`config.mk`:
```
export PLATFORM = sky130hd
export DESIGN_NAME = pipelined_cla_adder
export DESIGN_NICKNAME = d
export VERILOG_FILES = /design/src/rtl/pipelined_cla_adder.sv
export SDC_FILE = /design/constraint.sdc
export NUM_CORES = 1
export LEC_CHECK = 0
export ABC_AREA = 1
export CAP_MARGIN = 40
export CORE_MARGIN = 2
export CORE_UTILIZATION = 40
export CTS_BUF_LIST = sky130_fd_sc_hd__clkbuf_16
export DETAILED_ROUTE_END_ITERATION = 7
export GPL_ROUTABILITY_DRIVEN = 0
export REMOVE_ABC_BUFFERS = 1
export SKIP_LAST_GASP = 1
export SYNTH_ARGS = -nofsm -noshare
export SYNTH_HDL_FRONTEND = slang
export SYNTH_SLANG_ARGS = --single-unit
export TNS_END_PERCENT = 5
```
`constraint.sdc`:
```
create_clock -name clock -period 16.75 [get_ports clock]
set_input_delay 3.35 -clock clock [delete_from_list [all_inputs] [get_ports clock]]
set_output_delay 3.35 -clock clock [all_outputs]
set_load 0.03 [all_outputs]
```
`src/rtl/pipelined_cla_adder.sv`:
```
// Pipelined carry-lookahead adder/subtractor: one BLOCK-bit lookahead slice per stage, carry registered between stages.
// Latency: STAGES = WIDTH/BLOCK cycles from accept to out_valid; one operation per cycle.
// Backpressure: a single global enable stalls every stage while a presented result is not taken; in_ready = enable.
module pipelined_cla_adder #(
    parameter int WIDTH = 32,
    parameter int BLOCK = 8
) (
    input  logic             clock,
    input  logic             reset,
    input  logic             in_valid,
    output logic             in_ready,
    input  logic [WIDTH-1:0] a,
    input  logic [WIDTH-1:0] b,
    input  logic             sub,
    output logic             out_valid,
    input  logic             out_ready,
    output logic [WIDTH-1:0] sum,
    output logic             cout,
    output logic             overflow,
    output logic             zero
);

    localparam int STAGES = WIDTH / BLOCK;
    localparam int LAST   = STAGES - 1;

    if ((WIDTH % BLOCK) != 0 || BLOCK < 2 || BLOCK > 16) begin : g_bad_param
        $error("pipelined_cla_adder: WIDTH must be a multiple of BLOCK and BLOCK must be 2..16");
    end

    // Returns {carry out of slice, carry into slice MSB, slice sum}; every carry is a flat
    // generate/propagate expression of the slice carry-in rather than a ripple chain.
    function automatic logic [BLOCK+1:0] cla_slice(input logic [BLOCK-1:0] x,
                                                   input logic [BLOCK-1:0] y,
                                                   input logic             cin);
        logic [BLOCK-1:0] g;
        logic [BLOCK-1:0] p;
        logic [BLOCK:0]   c;
        logic             term;
        g = x & y;
        p = x ^ y;
        for (int i = 0; i <= BLOCK; i++) begin
            term = cin;
            for (int m = 0; m < i; m++) term = term & p[m];
            c[i] = term;
            for (int j = 0; j < i; j++) begin
                term = g[j];
                for (int m = j + 1; m < i; m++) term = term & p[m];
                c[i] = c[i] | term;
            end
        end
        return {c[BLOCK], c[BLOCK-1], p ^ c[BLOCK-1:0]};
    endfunction

    logic [WIDTH-1:0] a_q   [STAGES];
    logic [WIDTH-1:0] b_q   [STAGES];
    logic [WIDTH-1:0] s_q   [STAGES];
    logic             c_q   [STAGES];
    logic             v_q   [STAGES];
    logic             ovf_q;

    logic [WIDTH-1:0] nxt_a [STAGES];
    logic [WIDTH-1:0] nxt_b [STAGES];
    logic [WIDTH-1:0] nxt_s [STAGES];
    logic             nxt_c [STAGES];
    logic             nxt_v [STAGES];
    logic             nxt_ovf;

    logic [WIDTH-1:0] stg_a;
    logic [WIDTH-1:0] stg_b;
    logic [WIDTH-1:0] stg_s;
    logic             stg_c;
    logic [BLOCK+1:0] stg_r;
    logic             en;

    assign out_valid = v_q[LAST];
    assign sum       = s_q[LAST];
    assign cout      = c_q[LAST];
    assign overflow  = ovf_q;
    assign zero      = (sum == {WIDTH{1'b0}});
    assign en        = !out_valid || out_ready;
    assign in_ready  = en;

    // Stage k consumes the operands/partial sum held by stage k-1 (stage 0 takes the ports)
    // and fills in slice k; upper operand slices and lower sum slices travel along untouched.
    always_comb begin
        nxt_ovf = 1'b0;
        stg_a   = a;
        stg_b   = b;
        stg_s   = {WIDTH{1'b0}};
        stg_c   = 1'b0;
        stg_r   = '0;
        for (int k = 0; k < STAGES; k++) begin
            if (k == 0) begin
                stg_a    = a;
                stg_b    = sub ? ~b : b;
                stg_s    = {WIDTH{1'b0}};
                stg_c    = sub;
                nxt_v[k] = in_valid;
            end else begin
                stg_a    = a_q[(k == 0) ? 0 : k - 1];
                stg_b    = b_q[(k == 0) ? 0 : k - 1];
                stg_s    = s_q[(k == 0) ? 0 : k - 1];
                stg_c    = c_q[(k == 0) ? 0 : k - 1];
                nxt_v[k] = v_q[(k == 0) ? 0 : k - 1];
            end
            stg_r = cla_slice(stg_a[k*BLOCK +: BLOCK], stg_b[k*BLOCK +: BLOCK], stg_c);
            nxt_a[k] = stg_a;
            nxt_b[k] = stg_b;
            nxt_s[k] = stg_s;
            nxt_s[k][k*BLOCK +: BLOCK] = stg_r[BLOCK-1:0];
            nxt_c[k] = stg_r[BLOCK+1];
            if (k == LAST) nxt_ovf = stg_r[BLOCK] ^ stg_r[BLOCK+1];
        end
    end

    always_ff @(posedge clock) begin
        if (reset) begin
            for (int k = 0; k < STAGES; k++) begin
                v_q[k] <= 1'b0;
                c_q[k] <= 1'b0;
                a_q[k] <= {WIDTH{1'b0}};
                b_q[k] <= {WIDTH{1'b0}};
                s_q[k] <= {WIDTH{1'b0}};
            end
            ovf_q <= 1'b0;
        end else if (en) begin
            for (int k = 0; k < STAGES; k++) begin
                v_q[k] <= nxt_v[k];
                c_q[k] <= nxt_c[k];
                a_q[k] <= nxt_a[k];
                b_q[k] <= nxt_b[k];
                s_q[k] <= nxt_s[k];
            end
            ovf_q <= nxt_ovf;
        end
    end

endmodule

```
==> results.md <==
- Status: finished, final reports clean
- Most instantiated library cell after synthesis: edfxtp_1
- Peak supply drop: between 0.05 and 0.06 mV
- Synth area leaders: edfxtp_1, nor2_1, inv_1, ha_1, xnor2_1
- Max layer used: met4
- Clock-pin slew on the worst setup and hold paths: approximately 0.07 ns
- Worst hold slack: ~0.48 ns
- WP data required: between 10 and 15 ns
- CP startpoint kind: input port
- CP max FO: 2
- Sum Neg Setup Slack: 0 ns
- Die Ht: 150 um
- Worst-Margin Slew: between 0.6 and 0.7 ns
- Die extent in x: around 150 um
- Via Count: roughly 5k
- Post-DP HPWL: 8580 um
- DRC violations left: 0
- Gr ovfl total: 0
- Clock tree buffer depth: 2
- Total GRT Usage: 0.128
- Initial antenna violation count: 1
- PostCTS Resize Cnt: 0
- WS Path Type: input port to output pin
- Post-synthesis sequential area ratio: 0.654
- Area grow syn2layout: 23.9%
- Area after DPL: between 9000 and 10000 um^2
- Worst Skew: 0.0168 ns
- Area share of the largest cell type after synthesis: 0.651
- Hold/Removal Path Class: register to register
- Root buffer cell: clkbuf_16
- Area leader, netlist: edfxtp_1
- Core area: roughly 21000 um^2
- Async S/R FF share, synth: 0
- # setup viols final: 0
- Setup bufs post-CTS: 0
- RSZ-0062 raised after global routing: false
- I/O pin total: roughly 110
- Port Buffer Count: 105
- Total Wirelength: around 13000 um
- Max stage delay cell, worst path: clkdlybuf4s50_1
- Drt pass-1 iters: 5
- Synth Register Bits: roughly 190
- Metal-1 WL: between 6000 and 7000 um
- Total CTS buffers: 17
- Critical path buffers and inverters: 3
- Top Family by Delay on Critical Path: buffers and inverters
- Cell area after synthesis: roughly 8500 um^2
- Max Cap Viol: 0
- Fmax: 0.126 GHz
- Hold Violations, Final: 0
- Period utilization: 0.473
- WL/cell: 11.5 um
- First-pass GRT wire length: about 22000 um
- DRT antenna net count: 0
- Clk sinks: 185
- Hold buffer count at cts: 0
- Finished Layout Cells: 1152
- Largest net degree at the start of global routing: 78
- Rel. slew slack: 0.592
- Worst-Skew Late Latency: between 0.4 and 0.5 ns
- Met3 wire length: 546 um
- CP dominant cell by count: clkdlybuf4s50_1
- CTS tree: built
- Critical Path Max Stage Delay: 0.67 ns
- Die area: approximately 22000 um^2
- Design Area, Final: between 10000 and 15000 um^2
- Commonest cells post-synth: edfxtp_1, nor2_1, inv_1
- Share of cells above drive strength 1: 0.0959
- Met2 wire len: approximately 6200 um
- DRT iter0 DRCs: a little under 300
- Starting density of the core: 0.406
- Leakage: 4.47 nW
- Site Rows: 53
- Number of global-route vias before repair: roughly 4.6k
- Number of enable flip-flop cells after synthesis: ~180
- Avg Cell Area, Syn: approximately 11 um^2
- # H-tree levels: 4
- Vias/cell: roughly 4.3
- Final Max Slew Viols: 0
- Crit-path cells: clkdlybuf4s50_1 -> inv_1 -> nand2_1 -> clkdlybuf4s50_1
- Synth unique cells: 25
- Ys flop type: edfxtp_1
- Final-stage net count: ~970
- Dpl cells: approximately 1.1k
- Yosys Warn Count: 0
- Pwr dens: about 100 nW/um^2
- Setup crit end kind: output pin
- Post-Syn Instances: between 700 and 800
- Arr. time, crit path: 4.57 ns
- Final min period: a little under 8 ns
==> registers in the layout, indices dropped and copies added, names as in the netlist <==
name      cells
b_q          48
v_q           4
c_q           4
s_q          80
a_q          48
overflow      1
==> cells by family after synthesis <==
family / Yosys count / synth area share
flip-flops: 185 / 0.654
AO/OA/AOI/OAI: 36 / 0.0226
adder cells (fa/ha/maj): 39 / 0.0602
multiplexers: 1 / 0.00133
AND/OR/NAND/NOR: 277 / 0.143
XOR/XNOR: 35 / 0.0361
buffers and inverters: 183 / 0.0827
==> final timing paths <==
kind / slack (ns) / startpoint / endpoint / depth (start not counted)
max: 8.83 / out_ready / in_ready / 4
min: 0.48 / overflow / overflow / 2
max reg2reg: 14.57 / v_q[3] / s_q[3][28] / 7
min reg2reg: 0.48 / overflow / overflow / 2
==> report_power, final <==
group | switching [mW] | internal [mW] | leakage (nW) | total [mW]
Sequential | 0.0116 | 0.548 | 2.19 | 0.560
Combinational | 0.0695 | 0.0569 | 1.98 | 0.126
Clock | 0.176 | 0.238 | 0.299 | 0.414
Total | 0.257 | 0.843 | 4.47 | 1.10
==> cells in the final DEF, fill, tap and decap left out, types with 3 or more instances in the layout <==
master,Yosys,final
nor2_1,178,178
nor4_1,8,8
nand2_2,33,33
nand3b_2,3,3
nand2_1,24,23
edfxtp_1,184,184
xor2_1,8,8
clkbuf_16,0,17
clkdlybuf4s50_1,0,104
ha_1,36,36
nor3_1,7,7
fa_1,3,3
buf_16,0,3
nand4_1,6,6
inv_6,0,5
buf_4,0,5
xnor2_1,27,27
a21oi_2,3,3
inv_1,157,157
nand3_1,14,14
o21ai_0,17,17
a21oi_1,16,16
bufinv_16,0,3
==> per-layer routing <==
layer | vias up | track usage
met2 | 83 | 0.202
met5 | - | 0
met1 | 2243 | 0.166
met4 | 0 | 0.0619
li1 | 2631 | -
met3 | 16 | 0.0314
==> layout make-up <==
class                           instances  area (um^2)
Sequential cell                       185         5550
Tap cell                              275          344
Clock inverter                         15          189
Inverter                              158          596
Clock buffer                           17          425
Antenna cell                            1         2.50
Fill cell                            1883        10400
Multi-Input combinational cell        388         2240
Timing Repair Buffer                  113         1170
==> per-stage QoR <==
| step | total power, mW | util | setup WS [ns] |
|---|---|---|---|
| finish | 1.10 | 0.503 | 8.83 |
| global route | 1.15 | 0.503 | 8.78 |
| CTS | 1.11 | 0.503 | 8.83 |
| detailed placement | 0.698 | 0.474 | 8.83 |
| global placement | 0.695 | 0.470 | 8.83 |
| floorplan | 0.648 | - | 8.53 |
==> worst register-to-register path, delay by kind of cell, from the launching register on <==
kind          cells  cell delay [ns]
buf+inv           4             1.27
simple gates      3             0.28
flops             1             0.34
(Power assumes the default switching activity.)
